### config.mk
export PLATFORM = sky130hd
export DESIGN_NAME = ysyx_25020042_mem_arbiter
export DESIGN_NICKNAME = d
export VERILOG_FILES = /design/src/rtl/ysyx_25020042_pkg.sv /design/src/rtl/ysyx_25020042_arb_prio.sv /design/src/rtl/ysyx_25020042_mem_arbiter.sv
export SDC_FILE = /design/constraint.sdc
export NUM_CORES = 1
export LEC_CHECK = 0
export BUFFER_PORTS_ARGS = -buffer_cell sky130_fd_sc_hd__buf_2
export CORE_UTILIZATION = 51
export DETAILED_ROUTE_END_ITERATION = 16
export GPL_TIMING_DRIVEN = 0
export MAX_ROUTING_LAYER = met4
export PLACE_DENSITY = 0.91
export SLEW_MARGIN = 20
export SYNTH_ARGS = -nofsm -noshare
export SYNTH_HDL_FRONTEND = slang
export SYNTH_SLANG_ARGS = --single-unit
### constraint.sdc
create_clock -name clk -period 2.55 [get_ports clk]
set_input_delay 0.255 -clock clk [delete_from_list [all_inputs] [get_ports clk]]
set_output_delay 0.255 -clock clk [all_outputs]
set_load 0.02 [all_outputs]
### src/rtl/ysyx_25020042_pkg.sv
// Shared types for the data-memory arbiter: FSM states,
// request owner encoding and default widths.
package ysyx_25020042_pkg;

   localparam int ADDR_W_DEF = 32;
   localparam int DATA_W_DEF = 32;
   localparam int CNT_W      = 4;

   typedef enum logic [1:0] {
      IDLE   = 2'd0,
      ACCESS = 2'd1,
      WAIT   = 2'd2,
      RESP   = 2'd3
   } state_t;

   typedef enum logic {
      OWN_IFU = 1'b0,
      OWN_LSU = 1'b1
   } owner_t;

endpackage

### src/rtl/ysyx_25020042_arb_prio.sv
// Grant logic for the shared memory port: LSU first, with a
// saturating starvation counter that forces an IFU turn.
module ysyx_25020042_arb_prio
   import ysyx_25020042_pkg::*;
#(
   parameter int STARVE_MAX = 4
) (
   input  logic   clk,
   input  logic   rst,
   input  logic   idle,
   input  logic   ifu_req_valid,
   input  logic   lsu_req_valid,
   output logic   ifu_req_ready,
   output logic   lsu_req_ready,
   output logic   grant,
   output owner_t grant_owner
);

   localparam logic [CNT_W-1:0] MAX = CNT_W'(STARVE_MAX);

   logic [CNT_W-1:0] starve_cnt;
   logic             lsu_win;
   logic             ifu_win;

   // Ready is also gated by reset so nothing looks accepted while held.
   always_comb begin
      lsu_win       = lsu_req_valid &&
                      !(ifu_req_valid && starve_cnt == MAX);
      ifu_win       = ifu_req_valid && !lsu_win;
      lsu_req_ready = idle && rst && lsu_win;
      ifu_req_ready = idle && rst && ifu_win;
      grant         = lsu_req_ready || ifu_req_ready;
      grant_owner   = lsu_req_ready ? OWN_LSU : OWN_IFU;
   end

   always_ff @(posedge clk or negedge rst) begin
      if (!rst) begin
         starve_cnt <= '0;
      end else if (lsu_req_ready) begin
         if (!ifu_req_valid) begin
            starve_cnt <= '0;
         end else if (starve_cnt != MAX) begin
            starve_cnt <= starve_cnt + 1'b1;
         end
      end else if (ifu_req_ready) begin
         starve_cnt <= '0;
      end
   end

endmodule

### src/rtl/ysyx_25020042_mem_arbiter.sv
// Single data-memory port shared by fetch and load/store;
// one transaction at a time through IDLE/ACCESS/WAIT/RESP.
module ysyx_25020042_mem_arbiter
   import ysyx_25020042_pkg::*;
#(
   parameter int ADDR_W     = ADDR_W_DEF,
   parameter int DATA_W     = DATA_W_DEF,
   parameter int MEM_LAT    = 1,
   parameter int STARVE_MAX = 4
) (
   input  logic                clk,
   input  logic                rst,
   input  logic                ifu_req_valid,
   output logic                ifu_req_ready,
   input  logic [ADDR_W-1:0]   ifu_addr,
   output logic                ifu_rsp_valid,
   output logic [DATA_W-1:0]   ifu_rsp_data,
   input  logic                lsu_req_valid,
   output logic                lsu_req_ready,
   input  logic                lsu_wen,
   input  logic [ADDR_W-1:0]   lsu_addr,
   input  logic [DATA_W-1:0]   lsu_wdata,
   input  logic [DATA_W/8-1:0] lsu_wmask,
   output logic                lsu_rsp_valid,
   output logic [DATA_W-1:0]   lsu_rsp_data,
   output logic                mem_req,
   output logic                mem_wen,
   output logic [ADDR_W-1:0]   mem_addr,
   output logic [DATA_W-1:0]   mem_wdata,
   output logic [DATA_W/8-1:0] mem_wmask,
   input  logic [DATA_W-1:0]   mem_rdata,
   output logic                busy
);

   localparam int MASK_W = DATA_W / 8;
   localparam logic [CNT_W-1:0] LAT_INIT = CNT_W'(MEM_LAT - 1);

   state_t              state;
   state_t              state_n;
   owner_t              owner_q;
   owner_t              grant_owner;
   logic                grant;
   logic [ADDR_W-1:0]   addr_q;
   logic                wen_q;
   logic [DATA_W-1:0]   wdata_q;
   logic [MASK_W-1:0]   wmask_q;
   logic [DATA_W-1:0]   rdata_q;
   logic [CNT_W-1:0]    lat_cnt;

   ysyx_25020042_arb_prio #(
      .STARVE_MAX (STARVE_MAX)
   ) u_prio (
      .clk           (clk),
      .rst           (rst),
      .idle          (state == IDLE),
      .ifu_req_valid (ifu_req_valid),
      .lsu_req_valid (lsu_req_valid),
      .ifu_req_ready (ifu_req_ready),
      .lsu_req_ready (lsu_req_ready),
      .grant         (grant),
      .grant_owner   (grant_owner)
   );

   always_ff @(posedge clk or negedge rst) begin
      if (!rst) begin
         state <= IDLE;
      end else begin
         state <= state_n;
      end
   end

   always_comb begin
      state_n       = state;
      busy          = 1'b1;
      mem_req       = 1'b0;
      mem_wen       = 1'b0;
      mem_addr      = '0;
      mem_wdata     = '0;
      mem_wmask     = '0;
      ifu_rsp_valid = 1'b0;
      ifu_rsp_data  = '0;
      lsu_rsp_valid = 1'b0;
      lsu_rsp_data  = '0;
      unique case (state)
         IDLE: begin
            busy = 1'b0;
            if (grant) state_n = ACCESS;
         end
         ACCESS: begin
            mem_req   = 1'b1;
            mem_wen   = wen_q;
            mem_addr  = addr_q;
            mem_wdata = wdata_q;
            mem_wmask = wmask_q;
            state_n   = WAIT;
         end
         WAIT: begin
            mem_wen   = wen_q;
            mem_addr  = addr_q;
            mem_wdata = wdata_q;
            mem_wmask = wmask_q;
            if (lat_cnt == '0) state_n = RESP;
         end
         RESP: begin
            if (owner_q == OWN_LSU) begin
               lsu_rsp_valid = 1'b1;
               lsu_rsp_data  = rdata_q;
            end else begin
               ifu_rsp_valid = 1'b1;
               ifu_rsp_data  = rdata_q;
            end
            state_n = IDLE;
         end
         default: state_n = IDLE;
      endcase
   end

   // Write payload is zeroed at capture so loads never drive it.
   always_ff @(posedge clk or negedge rst) begin
      if (!rst) begin
         owner_q <= OWN_IFU;
         addr_q  <= '0;
         wen_q   <= 1'b0;
         wdata_q <= '0;
         wmask_q <= '0;
      end else if (grant) begin
         owner_q <= grant_owner;
         if (grant_owner == OWN_LSU) begin
            addr_q  <= lsu_addr;
            wen_q   <= lsu_wen;
            wdata_q <= lsu_wen ? lsu_wdata : '0;
            wmask_q <= lsu_wen ? lsu_wmask : '0;
         end else begin
            addr_q  <= ifu_addr;
            wen_q   <= 1'b0;
            wdata_q <= '0;
            wmask_q <= '0;
         end
      end
   end

   always_ff @(posedge clk or negedge rst) begin
      if (!rst) begin
         lat_cnt <= '0;
         rdata_q <= '0;
      end else begin
         if (state == ACCESS) begin
            lat_cnt <= LAT_INIT;
         end else if (state == WAIT && lat_cnt != '0) begin
            lat_cnt <= lat_cnt - 1'b1;
         end
         if (state == WAIT && lat_cnt == '0) begin
            rdata_q <= wen_q ? '0 : mem_rdata;
         end
      end
   end

endmodule

==> summary.txt <==
Outcome: complete, no violations
Initial antenna violation count: 0
Adder-cell area share of the yosys netlist: 0.0187
Multi-input logic area: 2890 um^2
Yosys top cell area share: 0.466
Rows: 39
Routed Antenna Nets: 0
Leakage: 0.00436 uW
CP Class: flop to output port
Top cells by area, synth: dfrtp_1 47%, and2_1 11%, a221oi_2 7.2%
Place WS: 0.312 ns
Synth Warn #: 0
Critical path data required time: 2.30 ns
Clock latency on the worst-skew pair: 0.34 ns
Mux share of post-synthesis cell area: 0.00353
Largest net degree at the start of global routing: 70
Clock Tree Buf Depth: 2
Worst hold path type: input port to flop
CTS Buf Count: 9
Post-synth ARST share: 1.00
Clock slew at reported path FFs: 0.08 ns
Maximum operating frequency: 0.416 GHz
Post-synth top flop: dfrtp_1
CP endpoint kind: output port
Routed WL: 16,500 um
Number of flops mapped to enable cells by yosys: 0
Final HPWL DP: 12,400 um
Final worst slack: 0.148 ns
Critical path launch point type: flop
Setup violations, final: 0
Htree depth: 3
GRT Resource Usage Total: 0.274
Final period util: 0.942
Root Buffer: clkbuf_16
Reg area: 2800 um^2
# IOs: 276
Via density: 5.32
Layout area overhead: 32.1%
Die Area: 12,200 um^2
TritonRoute pass-1 iters: 5
Worst path arrival time: 2.15 ns
Pwr dens: 1260 nW/um^2
Synthesized cell area: 6020 um^2
Slew @ Worst Pin: 0.633 ns
Max Cap Viol: 0
Clock period minus worst slack: 2.40 ns
ANT cells: 0
Mapped Cells: 626
Avg Cell Area, Syn: 9.62 um^2
DR iter-0 viols: 369
Count leader, synth: dfrtp_1
Maximum fanout count along the critical path: 10
Compound-gate portion of the synthesized area: 0.177
Slew HR: 0.577
Layout cells sized above 1: 0.375
Sequential area share after synthesis: 0.466
Core Area: 11,500 um^2
Post-synth top cells: 112 x dfrtp_1, 102 x and2_1, 98 x nor2_1
Slowest-stage cell, CP: ha_1
Initial Util: 0.525
Max IR drop VDD: 801 uV
Filler instances: 935
Max Slew Vio Count: 0
Synth cell types: 42
Total number of vias: 5,651
Max stage delay on crit path: 0.53 ns
CTS tree: done
Crit-path cells: inv_1, ha_1, clkbuf_1, and2_1, buf_2
CTS sink cnt: 112
Final #Nets: 1,061
Grt ovf: 0
DR WL/cell: 15.5 um
Clock skew: 0.0148 ns
Die Y-Extent: 111 um
Vias in the first global route: 5,368
RSZ-0062 raised after global routing: false
Final Hold Viols: 0
Syn_nets: 772
DIE WIDTH: 111 um
Synth area leader: dfrtp_1
Largest family of logic cells by synthesized area: simple AND/OR/NAND/NOR gates
Hold_ws: 0.121 ns
CP bufs+invs: 3
Post-synthesis xor/xnor area fraction: 0
GPL Wtd Cong: 0.874
Synthesized flop and latch total: 112
# DRC: 0
Family with the most delay on the worst path: buffers and inverters
First-pass GRT wire length: 26,400 um
Number of port buffers: 275
Synth Area in Simple Gates: 0.280
## stage by stage
stage                     TNS [ns]  area, um^2  total power [uW]  utilization  std cells
final                            0        7950             10100        0.693       1063
after global placement     -111.90        7580              8480        0.661       1044
after global routing             0        7950             10700        0.693       1063
after detailed placement         0        7610              8610        0.664       1045
after floorplan                  0        6020              6790            -        626
after CTS                        0        7910             10100        0.690       1061
## timing repair
action,4_1_cts,5_1_grt
endpoints found under the setup margin,0,19
gates resized for setup,0,1
setup buffers,0,0
hold endpoints to repair,68,59
## path summary, 6_finish.rpt
path	startpoint	end	slack (ns)	depth (start not counted)
max	state[1]	mem_wmask[0]	0.15	5
max reg2reg	state[1]	addr_q[24]	0.56	7
min	lsu_wdata[11]	wdata_q[11]	0.12	2
min reg2reg	rdata_q[26]	rdata_q[26]	0.50	2
min in group asynchronous	rst	wdata_q[29]	0.31	2
max in group asynchronous	rst	wdata_q[30]	1.73	3
## kinds of logic (layout without fill, tap and decap cells)
logic type / after synthesis / in the layout
multiplexers: 2 / 2
adder cells (fa/ha/maj): 9 / 9
buffers and inverters: 63 / 357
flip-flops: 112 / 112
AO/OA/AOI/OAI: 120 / 120
AND/OR/NAND/NOR: 320 / 320
## placed cells by master (no fill, tap or decap), types with 2 or more instances in the layout
| cell type | instances |
|---|---|
| nor2_1 | 98 |
| and2_1 | 102 |
| a22o_1 | 36 |
| ha_1 | 9 |
| or3_1 | 2 |
| nand2_1 | 38 |
| nand3_1 | 3 |
| a221oi_1 | 3 |
| clkbuf_16 | 9 |
| o21ai_1 | 4 |
| or4_1 | 2 |
| nand2b_1 | 32 |
| clkbuf_1 | 34 |
| a21oi_1 | 5 |
| buf_12 | 3 |
| and3_1 | 34 |
| a221oi_2 | 29 |
| buf_16 | 2 |
| o21ai_0 | 34 |
| inv_6 | 3 |
| inv_1 | 11 |
| buf_2 | 285 |
| dfrtp_1 | 112 |
| buf_6 | 5 |
## power by group
part	leakage (uW)	switching (uW)	total, uW	internal, uW
Clock	0.000150	661	1440	780
Sequential	0.00140	514	3100	2580
Combinational	0.00282	3390	5510	2130
Total	0.00436	4560	10100	5490
## cell type report
cell class / count / area share
Timing Repair Buffer: 278 / 0.182
Clock buffer: 10 / 0.0288
Clock inverter: 6 / 0.00913
Inverter: 11 / 0.00519
Tap cell: 143 / 0.0225
Buffer: 52 / 0.0367
Multi-Input combinational cell: 451 / 0.363
Sequential cell: 112 / 0.352
## routing by layer
layer  share of wire  vias to the layer above  GRT usage  wire [um]
met2            0.52                      227      0.463       8510
li1                -                     2713          -          -
met4           0.013                        0     0.0649        208
met1            0.42                     2694      0.348       6880
met3           0.052                       17     0.0399        857
met5               0                        -          -          0
## worst register-to-register path: cells and delay by family (launching register included)
family	cells	cell delay (ns)
buf+inv	3	0.67
flops	1	0.40
simple gates	2	0.29
fa+ha+maj	1	0.29
compound gates	1	0.25
## flip-flops by register name (all words and copies together), names as in the netlist
| name | cells |
|---|---|
| addr_q | 32 |
| rdata_q | 32 |
| wdata_q | 32 |
| lat_cnt | 4 |
| u_prio.starve_cnt | 4 |
| wmask_q | 4 |
| state | 2 |
| owner_q | 1 |
| wen_q | 1 |
No activity file was read; power rests on OpenSTA's default activity.
